$ cat src/rtl/fsk_cpfsk_tx.sv
// Continuous-phase binary FSK transmitter: 1-deep bit holding register, phase-accumulator NCO, quarter-wave sine LUT.
// Define FSK_PRBS_EN to source symbols from an internal PRBS-7 instead of the data_in/data_valid handshake.
module fsk_cpfsk_tx #(
  parameter int SYM_LEN  = 2048,
  parameter int PHASE_W  = 16,
  parameter int INC_ONE  = 256,
  parameter int INC_ZERO = 1024
) (
  input  logic        clk,
  input  logic        rst,
  input  logic        enable,
  input  logic        data_in,
  input  logic        data_valid,
  output logic        data_ready,
  output logic [10:0] shuchu,
  output logic        code,
  output logic        sym_strobe,
  output logic        busy,
  output logic        underrun
);

  localparam int CNT_W = $clog2(SYM_LEN);

  typedef enum logic {IDLE, RUN} state_t;

  state_t               state, state_nxt;
  logic [CNT_W-1:0]     counter, counter_nxt;
  logic [PHASE_W-1:0]   phase, phase_nxt;
  logic [PHASE_W-1:0]   inc;
  logic                 load;
  logic                 load_bit;
  logic                 last;

  assign inc  = code ? PHASE_W'(INC_ONE) : PHASE_W'(INC_ZERO);
  assign last = (counter == CNT_W'(SYM_LEN - 1));

  always_comb begin
    state_nxt   = state;
    counter_nxt = counter;
    phase_nxt   = phase;
    load        = 1'b0;
    busy        = 1'b0;
    sym_strobe  = 1'b0;
    case (state)
      IDLE: begin
        counter_nxt = '0;
        phase_nxt   = '0;
        if (enable) begin
          load      = 1'b1;
          state_nxt = RUN;
        end
      end
      RUN: begin
        busy = 1'b1;
        if (!enable) begin
          state_nxt   = IDLE;
          counter_nxt = '0;
          phase_nxt   = '0;
        end else begin
          // phase keeps running across symbol boundaries for continuity
          phase_nxt = phase + inc;
          if (last) begin
            sym_strobe  = 1'b1;
            load        = 1'b1;
            counter_nxt = '0;
          end else begin
            counter_nxt = counter + CNT_W'(1);
          end
        end
      end
      default: state_nxt = IDLE;
    endcase
  end

  always_ff @(posedge clk or posedge rst) begin
    if (rst) begin
      state   <= IDLE;
      counter <= '0;
      phase   <= '0;
    end else begin
      state   <= state_nxt;
      counter <= counter_nxt;
      phase   <= phase_nxt;
    end
  end

`ifdef FSK_PRBS_EN
  logic [6:0] prbs;
  logic       unused_inputs;

  assign unused_inputs = data_in ^ data_valid;
  assign data_ready    = 1'b0;
  assign underrun      = 1'b0;
  assign load_bit      = prbs[6];

  always_ff @(posedge clk or posedge rst) begin
    if (rst) begin
      prbs <= 7'h7F;
    end else if (load) begin
      prbs <= {prbs[5:0], prbs[6] ^ prbs[5]};
    end
  end
`else
  logic full;
  logic hold;
  logic accept;

  assign data_ready = !full;
  assign accept     = data_valid && !full;
  // an empty holding register at load time sends idle bit 1
  assign load_bit   = full ? hold : 1'b1;
  assign underrun   = load && !full;

  always_ff @(posedge clk or posedge rst) begin
    if (rst) begin
      full <= 1'b0;
      hold <= 1'b0;
    end else begin
      if (accept) begin
        full <= 1'b1;
        hold <= data_in;
      end else if (load && full) begin
        full <= 1'b0;
      end
    end
  end
`endif

  always_ff @(posedge clk or posedge rst) begin
    if (rst) begin
      code <= 1'b1;
    end else if (load) begin
      code <= load_bit;
    end
  end

  function automatic logic [6:0] sine_lut(input logic [6:0] i);
    logic [6:0] v;
    case (i)
      7'd0:  v = 7'd0;   7'd1:  v = 7'd3;   7'd2:  v = 7'd6;   7'd3:  v = 7'd9;
      7'd4:  v = 7'd12;  7'd5:  v = 7'd16;  7'd6:  v = 7'd19;  7'd7:  v = 7'd22;
      7'd8:  v = 7'd25;  7'd9:  v = 7'd28;  7'd10: v = 7'd31;  7'd11: v = 7'd34;
      7'd12: v = 7'd37;  7'd13: v = 7'd40;  7'd14: v = 7'd43;  7'd15: v = 7'd46;
      7'd16: v = 7'd49;  7'd17: v = 7'd51;  7'd18: v = 7'd54;  7'd19: v = 7'd57;
      7'd20: v = 7'd60;  7'd21: v = 7'd63;  7'd22: v = 7'd65;  7'd23: v = 7'd68;
      7'd24: v = 7'd71;  7'd25: v = 7'd73;  7'd26: v = 7'd76;  7'd27: v = 7'd78;
      7'd28: v = 7'd81;  7'd29: v = 7'd83;  7'd30: v = 7'd85;  7'd31: v = 7'd88;
      7'd32: v = 7'd90;  7'd33: v = 7'd92;  7'd34: v = 7'd94;  7'd35: v = 7'd96;
      7'd36: v = 7'd98;  7'd37: v = 7'd100; 7'd38: v = 7'd102; 7'd39: v = 7'd104;
      7'd40: v = 7'd106; 7'd41: v = 7'd107; 7'd42: v = 7'd109; 7'd43: v = 7'd111;
      7'd44: v = 7'd112; 7'd45: v = 7'd113; 7'd46: v = 7'd115; 7'd47: v = 7'd116;
      7'd48: v = 7'd117; 7'd49: v = 7'd118; 7'd50: v = 7'd120; 7'd51: v = 7'd121;
      7'd52: v = 7'd122; 7'd53: v = 7'd122; 7'd54: v = 7'd123; 7'd55: v = 7'd124;
      7'd56: v = 7'd125; 7'd57: v = 7'd125; 7'd58: v = 7'd126; 7'd59: v = 7'd126;
      7'd60: v = 7'd126; 7'd61: v = 7'd127; 7'd62: v = 7'd127; 7'd63: v = 7'd127;
      7'd64: v = 7'd127;
      default: v = 7'd0;
    endcase
    return v;
  endfunction

  logic [7:0] idx;
  logic [6:0] lut_addr;
  logic [6:0] mag_q;
  logic       neg_q;
  logic [7:0] samp;

  assign idx      = phase[PHASE_W-1 -: 8];
  // quadrants 1 and 3 read the quarter wave mirrored
  assign lut_addr = idx[6] ? (7'd64 - {1'b0, idx[5:0]}) : {1'b0, idx[5:0]};
  assign samp     = neg_q ? (8'd128 - {1'b0, mag_q}) : (8'd128 + {1'b0, mag_q});

  always_ff @(posedge clk or posedge rst) begin
    if (rst) begin
      mag_q  <= '0;
      neg_q  <= 1'b0;
      shuchu <= 11'd128;
    end else begin
      mag_q  <= sine_lut(lut_addr);
      neg_q  <= idx[7];
      shuchu <= {3'b000, samp};
    end
  end

endmodule

$ cat config.mk
export PLATFORM = sky130hd
export DESIGN_NAME = fsk_cpfsk_tx
export DESIGN_NICKNAME = d
export VERILOG_FILES = /design/src/rtl/fsk_cpfsk_tx.sv
export SDC_FILE = /design/constraint.sdc
export NUM_CORES = 1
export LEC_CHECK = 0
export ABC_AREA = 1
export CAP_MARGIN = 20
export CORE_MARGIN = 2
export CORE_UTILIZATION = 30
export DETAILED_ROUTE_END_ITERATION = 7
export SETUP_SLACK_MARGIN = 0.5
export SKIP_CTS_REPAIR_TIMING = 1
export SLEW_MARGIN = 15
export SYNTH_ARGS = -nofsm -noshare
export SYNTH_HDL_FRONTEND = slang
export SYNTH_SLANG_ARGS = --single-unit
export TNS_END_PERCENT = 10
$ cat constraint.sdc
create_clock -name clk -period 4 [get_ports clk]
set_input_delay 0.8 -clock clk [delete_from_list [all_inputs] [get_ports clk]]
set_output_delay 0.8 -clock clk [all_outputs]
set_load 0.005 [all_outputs]
### Word-level counts from Yosys, hierarchy flattened

Memory sizes are Yosys's and may differ from the RTL's. A register that Yosys moved wholly into a read port is not among the register bits.
Cells that the tools add are included.

* input port bits: 5
* ROM bits: 896
* memories kept: 1
* latch bits: 0
* bits in writable memories: 0
* flip-flop bits (word level): 40
* logic and storage cells: 38

Memory list
* (no name shown): words 128, bits a word 7, read ports 1, clocked after Yosys merged registers in 1, wr ports 0, RTL line 139 `case (i)`

* multiply operators: 0
* bitwise logic cells: 1
* eq/ne operators: 1
* muxes and demuxes: 17
* shift-type cells: 0
* $lt $le $gt $ge: 0
* add/sub/neg operators: 5
* reductions and logical operators: 5
* div/mod/pow operators: 0

Operators with widths (number)
* $mux 11: 3
* $pmux 16 s2: 1
* $pmux 11 s2: 1
* $add 16x11->16: 1
* $mux 16: 1
* $add 11x1->11 const B: 1
* $eq 11x11->1 const B: 1
* $add 8x7->8 const A: 1
* $mux 1: 8
* $mux 8: 1
* $sub 8x7->8 const A: 1
* $mux 7: 1
* $sub 7x6->7 const A: 1
* $logic_and 1x1->1: 3
* $pmux 1 s2: 1
* $reduce_bool 2->1: 1
* $logic_not 1->1: 1
* $not 1->1: 1

### Logic depth before layout (Yosys ltp)

Gate-level depths: netlist of the first run.

* depth in word-level cells: 7
* mapped depth: 17

### Least setup slack after synthesis of the first run

No wires, ideal clock.

* path type: register to register
* start point: reg phase[8]
* end point: reg mag_q[2]
* stages on the path, launching flop included: 16
* setup time: 0.124 ns
* path slack: 1.974 ns
* arrival time: 1.902 ns
* path buffers: 0
* cell sequence: dfrtp_1 inv_2 ha_1 nand2_1 inv_1 nor2_8 inv_1 ha_1 nand2_1 nand2_1 nand2_1 nand2_1 nand3_1 nand2_1 nand2_1 nand2_1

* cells in the longest elaborated chain, start to end: 2

RTL lines
* from (decl): RTL line 28 `logic [PHASE_W-1:0] phase, phase_nxt;`
* from (signal assigned): RTL line 83 `phase <= phase_nxt;`
* $sub 7x6->7: RTL line 170 `assign lut_addr = idx[6] ? (7'd64 - {1'b0, idx[5:0]}) : {1'b0, idx[5:0]};`
* $mux 7 (*): RTL line 170
* to (decl): RTL line 164 `logic [6:0] mag_q;`

Mark *: on every way between the ends. The rest lies on a longest branch, timed or not.
A chain may end at the register's enable or synchronous reset.

### Worst setup path in the final report of the first run

* start point: in enable
* end point: out sym_strobe

* cells in the longest elaborated chain, start to end: 2

RTL lines
* from (decl): RTL line 11 `input logic enable,`
* $mux 1: RTL line 55 `if (!enable) begin`
* $mux 1: RTL line 44 `case (state)`
* to (decl): RTL line 17 `output logic sym_strobe,`

Every way passes these cells.

==> impl_metrics.env, run 1 <==
export IMPL_cts_tree="built"
export IMPL_detail_route_vias_per_cell=4.62
export IMPL_cp_max_fo=11
export IMPL_via_count=2157
export IMPL_hold_violations=0
export IMPL_core_area_mm2=0.00822
export IMPL_syn_area_per_cell_um2=7.46
export IMPL_relSlewSlack_pct=64.1
export IMPL_drcViolationCount=0
export IMPL_fp_row_count=33
export IMPL_cts_htree_levels=2
export IMPL_drive_gt1_share_pct=11.0
export IMPL_grt_pass1_vias=2045
export IMPL_postRouteAntennaNets=0
export IMPL_first_iter_violations=101
export IMPL_cts_root_buf="clkbuf_8"
export IMPL_clk_pin_slew_worst_paths_ns=0.08
export IMPL_p_leak_uw=0.00140
export IMPL_syn_inst=342
export IMPL_dp_cells=459
export IMPL_ios=21
export IMPL_dieHeight_um=96.2
export IMPL_ys_ff_latch=39
export IMPL_initial_core_util_pct=31.1
export IMPL_syn_to_final_growth_pct=13.2
export IMPL_cts_made_buffers=5
export IMPL_endpoint_kind="primary output"
export IMPL_rsz0062_at_grt="false"
export IMPL_cts_buffer_depth=2
export IMPL_overflow=0
export IMPL_setup_viol=0
export IMPL_grt_pass1_wl_um=8930
export IMPL_wl_per_cell_um=10.5
export IMPL_seq_area_frac_synth_pct=38.3
export IMPL_period_minus_slack_ns=3.08
export IMPL_drt_wl_total_um=4900
export IMPL_die_area_mm2=0.00926
export IMPL_syn_area_mm2=0.00255
export IMPL_drv_cap=0
export IMPL_grt_antenna_before_repair=0
export IMPL_whs_ns=0.406
export IMPL_ys_warn_count=0
export IMPL_critPathKind="in2out"
export IMPL_vdd_ir_drop_max_uv=131
export IMPL_power_density_mw_per_mm2=316
export IMPL_worstSkewPairLatency_ns=0.29
export IMPL_status="complete, no violations"
export IMPL_total_power_uw=914
export IMPL_finalMaxSlewViolations=0
export IMPL_routabilityCongestion=0.839
export IMPL_clock_sinks=39
export IMPL_fin_nets=378
export IMPL_utilization_pct=35.2
export IMPL_fin_skew_ns=0.00447
export IMPL_cp_start_kind="primary input"
export IMPL_dp_hpwl_um=3620
export IMPL_grt_use_total_pct=12.1
export IMPL_grt_max_degree=40
export IMPL_port_buffers=17
export IMPL_finalCritPeriodShare_pct=77.0
export IMPL_netlist_cell_type_count=32
export IMPL_fin_cells=467
export IMPL_arrival_ns=2.28
export IMPL_fmax_ghz=0.325
export IMPL_final_common_cell="nand2_1"
export IMPL_tightest_slew_ns=0.538
export IMPL_dr_pass1_iters=4
export IMPL_die_w_um=96.2
export IMPL_worst_hold_path_type="reg2reg"
export IMPL_cp_required_ns=3.20
export IMPL_tns_ns=0
export IMPL_mostFrequentLayoutCells="nand2_1 (97), inv_1 (38), nor2_1 (37), dfrtp_1 (37), nand3_1 (31)"
export IMPL_diodes=0
[stage by stage]
stage          cell area (um2)  worst slack, ns
2_1_floorplan             2560             1.97
3_3_place_gp              2800            0.932
3_5_place_dp              2800            0.915
4_1_cts                   2890            0.918
5_1_grt                   2890            0.786
6_report                  2890            0.919
[where the power goes]
group	internal, uW	total [uW]	switching (uW)
combinational	86.0	207	121
clock	121	265	144
sequential	423	441	18.9
total	630	914	284
[flip-flops by register name, indices dropped and copies added (netlist names)]
name	cells
hold	1
code	1
mag_q	7
neg_q	1
shuchu	8
phase	8
full	1
counter	11
state	1
[cells by family after synthesis]
| logic type | after synthesis | synth area share (%) |
|---|---|---|
| AO/OA/AOI/OAI | 27 | 5.78 |
| XOR/XNOR | 10 | 3.43 |
| adder cells (fa/ha/maj) | 12 | 5.88 |
| buffers and inverters | 50 | 8.82 |
| flip-flops | 39 | 38.3 |
| multiplexers | 1 | 0.441 |
| other | 1 | 0.147 |
| AND/OR/NAND/NOR | 202 | 37.2 |
[per-layer routing]
layer	wire (um)	global-route usage, %	vias to the layer above
li1	-	-	1106
met1	2350	15.7	1001
met2	2270	19.7	43
met3	222	3.37	7
met4	54	3.57	0
met5	0	0	-
[cells in the mapped netlist]
library cell	n	share of area [%]
dfrtp_1	37	36
o21ai_1	3	0.59
o31ai_1	1	0.29
xnor2_1	6	2.1
nor2_8	1	0.78
conb_1	1	0.15
ha_1	12	5.9
clkbuf_1	1	0.15
buf_6	3	1.3
nor2_2	3	0.74
nor4_1	1	0.25
mux2_2	1	0.44
a21boi_1	1	0.29
dfstp_2	2	2.1
nor3b_1	3	0.88
nor3_1	10	2.0
o21ai_0	9	1.8
a21oi_2	2	0.69
nand3_1	31	6.1
xor2_1	4	1.4
inv_1	38	5.6
nand2_4	3	1.3
nand3_2	6	2.4
nor2_4	2	0.88
inv_2	4	0.59
nand4_1	1	0.25
nor4_2	1	0.49
a21oi_1	11	2.2
buf_4	4	1.2
nand2_2	6	1.5
nor2_1	37	5.4
nand2_1	97	14
[critical path, cell delays in order]
cell	delay [ns]
clkdlybuf4s50_1	0.53
nand2_1	0.27
nor2_1	0.17
clkdlybuf4s50_1	0.51
[area by class of cell]
cell class                      instances  area, um2
Fill cell                             884       5330
Clock inverter                          3       20.0
Tap cell                              105        131
Multi-Input combinational cell        255       1360
Clock buffer                            5       68.8
Sequential cell                        39        978
Inverter                               42        158
Timing Repair Buffer                   18        178
[final timing paths]
check,from,end,slack (ns),cells past startpoint
max,enable,sym_strobe,0.92,4
min,phase[15]$_DFF_PP0_,neg_q$_DFF_PP0_,0.41,0
max reg2reg,phase[8]$_DFF_PP0_,mag_q[0]$_DFF_PP0_,1.59,15
min reg2reg,phase[15]$_DFF_PP0_,neg_q$_DFF_PP0_,0.41,0
max in group asynchronous,rst,code$_DFFE_PP1P_,2.73,3
min in group asynchronous,rst,counter[1]$_DFF_PP0_,0.91,3
No activity file was read; power rests on OpenSTA's default activity.
==> inputs of run 2 (changes only) <==
==> constraint.sdc (replaced) <==
create_clock -name clk -period 3.11 [get_ports clk]
set_input_delay 0.622 -clock clk [delete_from_list [all_inputs] [get_ports clk]]
set_output_delay 0.622 -clock clk [all_outputs]
set_load 0.005 [all_outputs]
==> run 2 against run 1 <==
Die area unchanged. Power increased by 36%. Worst hold slack improved by 0.0091 ns. Setup slack got worse by 0.41 ns. Global-route usage decreased by 0.38 points. Register-to-register slack got worse by 0.86 ns. Clock power increased by 54%. Sequential share of layout area decreased by 1.0 points. Sequential power increased by 29%. Largest power group unchanged.
==> impl_metrics.env, run 2 (synthesis gave the netlist of run 1 again) <==
export IMPL_status="complete, no violations"
export IMPL_swShare_pct=28.1
export IMPL_die_area_mm2=0.00926
export IMPL_tightest_slew_ns=0.530
export IMPL_path_buf_inv=2
export IMPL_final_common_cell="nand2_1"
export IMPL_clock_sinks=39
export IMPL_combinationalPowerShare_pct=21.6
export IMPL_fin_nets=385
export IMPL_cts_root_buf="clkbuf_8"
export IMPL_finalCritPeriodShare_pct=83.7
export IMPL_via_count=2137
export IMPL_cts_htree_levels=2
export IMPL_utilization_pct=36.4
export IMPL_grt_antenna_before_repair=0
export IMPL_cp_start_kind="flip-flop"
export IMPL_cp_required_ns=2.49
export IMPL_seq_power_share_pct=45.6
export IMPL_port_buffers=17
export IMPL_endpoint_kind="primary output"
export IMPL_period_minus_slack_ns=2.60
export IMPL_overflow=0
export IMPL_core_area_mm2=0.00822
export IMPL_detail_route_vias_per_cell=4.51
export IMPL_drv_cap=0
export IMPL_routabilityCongestion=0.847
export IMPL_critPathKind="reg2out"
export IMPL_cts_tree="built"
export IMPL_worstSkewPairLatency_ns=0.29
export IMPL_grt_max_degree=40
export IMPL_tns_ns=0
export IMPL_drt_wl_total_um=4950
export IMPL_mostFrequentLayoutCells="nand2_1 (97), inv_1 (37), nor2_1 (36), dfrtp_1 (35), nand3_1 (31)"
export IMPL_hold_violations=0
export IMPL_fp_row_count=33
export IMPL_finalMaxSlewViolations=0
export IMPL_diodes=0
export IMPL_clk_pin_slew_worst_paths_ns=0.08
export IMPL_power_density_mw_per_mm2=417
export IMPL_ios=21
export IMPL_grt_use_total_pct=11.8
export IMPL_arrival_ns=1.98
export IMPL_setup_viol=0
export IMPL_largest_register_ffs=11
export IMPL_grt_pass1_vias=1950
export IMPL_fmax_ghz=0.384
export IMPL_cts_buffer_depth=2
export IMPL_grt_pass1_wl_um=8540
export IMPL_cts_made_buffers=5
export IMPL_dr_pass1_iters=4
export IMPL_cp_cell_sequence="nand2_1 -> nor2_2 -> nand3_1 -> inv_2 -> nand2_1 -> nor2_1 -> nand3_1 -> nor2_1 -> clkdlybuf4s50_1"
export IMPL_final_cell_area_mm2=0.00299
export IMPL_crit_path_top_delay_cell="clkdlybuf4s50_1"
export IMPL_vdd_ir_drop_max_uv=156
export IMPL_die_w_um=96.2
export IMPL_placed_area_mm2=0.00281
export IMPL_power_clock_fraction_pct=32.8
export IMPL_postRouteAntennaNets=0
export IMPL_drcViolationCount=0
export IMPL_top_register="counter"
export IMPL_crit_family="simple AND/OR/NAND/NOR gates"
export IMPL_cp_max_fo=3
export IMPL_worst_hold_path_type="reg2reg"
export IMPL_p_leak_uw=0.00146
export IMPL_first_iter_violations=133
export IMPL_syn_to_final_growth_pct=17.2
export IMPL_regArea_um2=981
export IMPL_multi_input_area_mm2=0.00138
export IMPL_switchingPower_uw=350
export IMPL_p_int_uw=896
export IMPL_dp_hpwl_um=3670
export IMPL_wl_per_cell_um=10.4
export IMPL_relSlewSlack_pct=64.7
export IMPL_top_regs="counter (11), phase (8), shuchu (8)"
export IMPL_n_fill_cell=884
export IMPL_drive_gt1_share_pct=14.4
export IMPL_initial_core_util_pct=31.1
export IMPL_max_stage_delay_ns=0.50
export IMPL_dieHeight_um=96.2
export IMPL_fin_skew_ns=0.0119
export IMPL_rsz0062_at_grt="true"
run 2: final timing paths:
| kind | start | endpoint | slack [ns] | cells after the start |
|---|---|---|---|---|
| min in group asynchronous | rst | counter[5]$_DFF_PP0_ | 0.73 | 3 |
| min | phase[15]$_DFF_PP0_ | neg_q$_DFF_PP0_ | 0.42 | 0 |
| max in group asynchronous | rst | shuchu[7]$_DFF_PP1_ | 2.01 | 3 |
| min reg2reg | phase[15]$_DFF_PP0_ | neg_q$_DFF_PP0_ | 0.42 | 0 |
| max reg2reg | phase[8]$_DFF_PP0_ | mag_q[0]$_DFF_PP0_ | 0.73 | 15 |
| max | counter[4]$_DFF_PP0_ | sym_strobe | 0.51 | 9 |
run 2: final cells by class:
class,count,area share [%]
inverter,42,5.27
tap,105,4.39
clock inverter,3,1.46
multi-input combinational,255,46.0
sequential,39,32.8
timing repair buffer,25,7.78
clock buffer,5,2.30
run 2: metrics by stage:
| step | worst slack [ns] | std cells | hold slack, ns | power [uW] |
|---|---|---|---|---|
| final | 0.507 | 474 | 0.416 | 1250 |
| after CTS | 0.301 | 468 | 0.414 | 1270 |
| after global placement | 0.458 | 460 | 0.387 | 842 |
| after global routing | 0.304 | 474 | 0.425 | 1340 |
| after detailed placement | 0.416 | 460 | 0.397 | 846 |
| after floorplan | 1.08 | 344 | 0.367 | 764 |
run 2: worst register-to-register path, stage by stage (launching register included):
cell     delay, ns
dfrtp_1       0.49
inv_2         0.16
ha_1          0.30
nand2_1       0.06
inv_1         0.09
nor2_8        0.18
inv_1         0.10
ha_1          0.21
nor2_1        0.17
nor2_1        0.08
nor2_1        0.09
nand2_1       0.06
nand3_1       0.07
nand2_1       0.06
nand2_1       0.05
nand3_1       0.07
run 2: routing by layer:
metal / track usage (%) / share of wire (%) / up-vias
li1: - / - / 1120
met5: 0 / 0 / -
met3: 2.82 / 4.0 / 5
met1: 15.0 / 48 / 970
met4: 4.29 / 1.2 / 0
met2: 19.3 / 46 / 42
run 2: power by group through the flow:
stage | combinational (uW) | sequential (uW) | clock [uW]
floorplan | 189 | 575 | 0
global placement | 265 | 578 | 0
detailed placement | 267 | 579 | 0
CTS | 269 | 569 | 427
global route | 311 | 574 | 451
finish | 269 | 569 | 409
==> inputs of run 3 (changes only) <==
==> constraint.sdc (replaced) <==
create_clock -name clk -period 2.55 [get_ports clk]
set_input_delay 0.51 -clock clk [delete_from_list [all_inputs] [get_ports clk]]
set_output_delay 0.51 -clock clk [all_outputs]
set_load 0.005 [all_outputs]
==> run 3 against run 2 <==
Worst hold slack worse by 0.022 ns. Register-to-register slack worse by 0.19 ns. Global-route usage is 0.17 points lower. Sequential share of layout area is 0.67 points lower. Largest power group unchanged. Design area is 2.2% higher. Critical path depth is 2 higher. Die area stayed put. Clock power is 23% higher. Clock-buffer cell count stayed put.
==> impl_metrics.env, run 3 (synthesis gave the netlist of run 1 again) <==
export IMPL_postRouteAntennaNets=0
export IMPL_overflow=0
export IMPL_rsz0062_at_grt="true"
export IMPL_endpoint_kind="primary output"
export IMPL_cts_root_buf="clkbuf_8"
export IMPL_fin_skew_ns=0.0128
export IMPL_critPathKind="reg2out"
export IMPL_top_register="counter"
export IMPL_cts_tree="built"
export IMPL_mostFrequentLayoutCells="nand2_1 (95), inv_1 (35), nor2_1 (34), dfrtp_1 (34), nand3_1 (30)"
export IMPL_routabilityCongestion=0.843
export IMPL_grt_use_total_pct=11.6
export IMPL_crit_end="underrun"
export IMPL_crit_start="counter[2]$_DFF_PP0_"
export IMPL_finalMaxSlewViolations=0
export IMPL_rr_worst_depth=15
export IMPL_cts_buffer_depth=2
export IMPL_worstSkewPairLatency_ns=0.29
export IMPL_period_minus_slack_ns=2.10
export IMPL_r2r_end="mag_q[2]$_DFF_PP0_"
export IMPL_first_iter_violations=174
export IMPL_diodes=0
export IMPL_clock_sinks=39
export IMPL_detail_route_vias_per_cell=4.60
export IMPL_cts_made_buffers=5
export IMPL_finalCritPeriodShare_pct=82.4
export IMPL_port_buffers=17
export IMPL_n_fill_cell=859
export IMPL_core_area_mm2=0.00822
export IMPL_drcViolationCount=0
export IMPL_r2r_start="phase[8]$_DFF_PP0_"
export IMPL_grt_max_degree=40
export IMPL_grt_antenna_before_repair=0
export IMPL_dr_pass1_iters=4
export IMPL_hold_violations=0
export IMPL_dp_hpwl_um=3610
export IMPL_die_w_um=96.2
export IMPL_die_area_mm2=0.00926
export IMPL_cp_max_fo=5
export IMPL_vdd_ir_drop_max_uv=242
export IMPL_grt_pass1_wl_um=8460
export IMPL_status="complete, no violations"
export IMPL_top_regs="counter (11), phase (8), shuchu (8)"
export IMPL_final_common_cell="nand2_1"
export IMPL_rrSetupSlack_ns=0.54
export IMPL_crit_family="simple AND/OR/NAND/NOR gates"
export IMPL_path_buf_inv=4
export IMPL_setup_viol=0
export IMPL_clk_pin_slew_worst_paths_ns=0.08
export IMPL_fin_cells=480
export IMPL_cp_start_kind="flip-flop"
export IMPL_cts_htree_levels=2
export IMPL_drv_cap=0
export IMPL_grt_pass1_vias=1915
export IMPL_dp_cells=463
export IMPL_initial_core_util_pct=31.1
export IMPL_fmax_ghz=0.476
export IMPL_crit_path_top_delay_cell="dfrtp_1"
export IMPL_path_depth=11
export IMPL_power_density_mw_per_mm2=501
export IMPL_cp_cell_sequence="nand2_1 -> nor2_2 -> nand3_1 -> inv_2 -> nand2_4 -> inv_2 -> nand2_2 -> a21boi_2 -> nand2_1 -> inv_1 -> buf_2"
export IMPL_wl_per_cell_um=10.2
export IMPL_syn_to_final_growth_pct=19.8
export IMPL_fp_row_count=33
export IMPL_worst_hold_path_type="reg2reg"
export IMPL_p_leak_uw=0.00151
export IMPL_drive_gt1_share_pct=18.1
export IMPL_cp_required_ns=2.04
export IMPL_ios=21
export IMPL_arrival_ns=1.59
export IMPL_dieHeight_um=96.2
export IMPL_largest_register_ffs=11
export IMPL_tns_ns=0
export IMPL_fin_nets=391
export IMPL_max_stage_delay_ns=0.42
export IMPL_via_count=2209
export IMPL_drt_wl_total_um=4900
run 3: cell count changes in the layout (fill, tap and decap cells not counted), sizes merged:
| cell | change |
|---|---|
| buf | +7 |
| clkdlybuf4s50 | -1 |
run 3: how the worst min path moves through the flow:
stage	endpoint	cells after the start	slack, ns	startpoint
after floorplan	neg_q$_DFF_PP0_	0	0.37	phase[15]$_DFF_PP0_
after global placement	neg_q$_DFF_PP0_	0	0.39	phase[15]$_DFF_PP0_
after detailed placement	neg_q$_DFF_PP0_	0	0.40	phase[15]$_DFF_PP0_
after CTS	neg_q$_DFF_PP0_	0	0.40	phase[15]$_DFF_PP0_
after global routing	neg_q$_DFF_PP0_	0	0.40	phase[15]$_DFF_PP0_
final	neg_q$_DFF_PP0_	0	0.39	phase[15]$_DFF_PP0_
run 3: final cells by class:
type | instances | area [um2] | share of cell area (%)
multi-input combinational | 255 | 1400 | 45.8
sequential | 39 | 982 | 32.1
timing repair buffer | 31 | 273 | 8.92
inverter | 42 | 158 | 5.16
tap | 105 | 131 | 4.30
clock buffer | 5 | 68.8 | 2.25
clock inverter | 3 | 43.8 | 1.43
run 3: power by group:
part	switching (uW)	internal (uW)	total (uW)
combinational	194	147	340
clock	211	291	502
sequential	26.2	664	690
run 3: metrics by stage:
step	util [%]	area [um2]	hold WS, ns	worst slack, ns	power, uW
finish	37.2	3060	0.393	0.449	1530
global route	37.2	3060	0.404	0.295	1640
CTS	35.8	2940	0.396	-0.0790	1540
detailed placement	34.5	2830	0.396	0.166	1030
global placement	34.5	2830	0.387	0.190	1030
floorplan	-	2560	0.367	0.524	932
run 3: metal layers:
metal	GRT usage, %	up-vias	part of all wire [%]
li1	-	1141	-
met5	0	-	0
met3	2.58	4	3.8
met1	14.8	1027	47
met2	19.2	37	48
met4	4.17	0	0.80
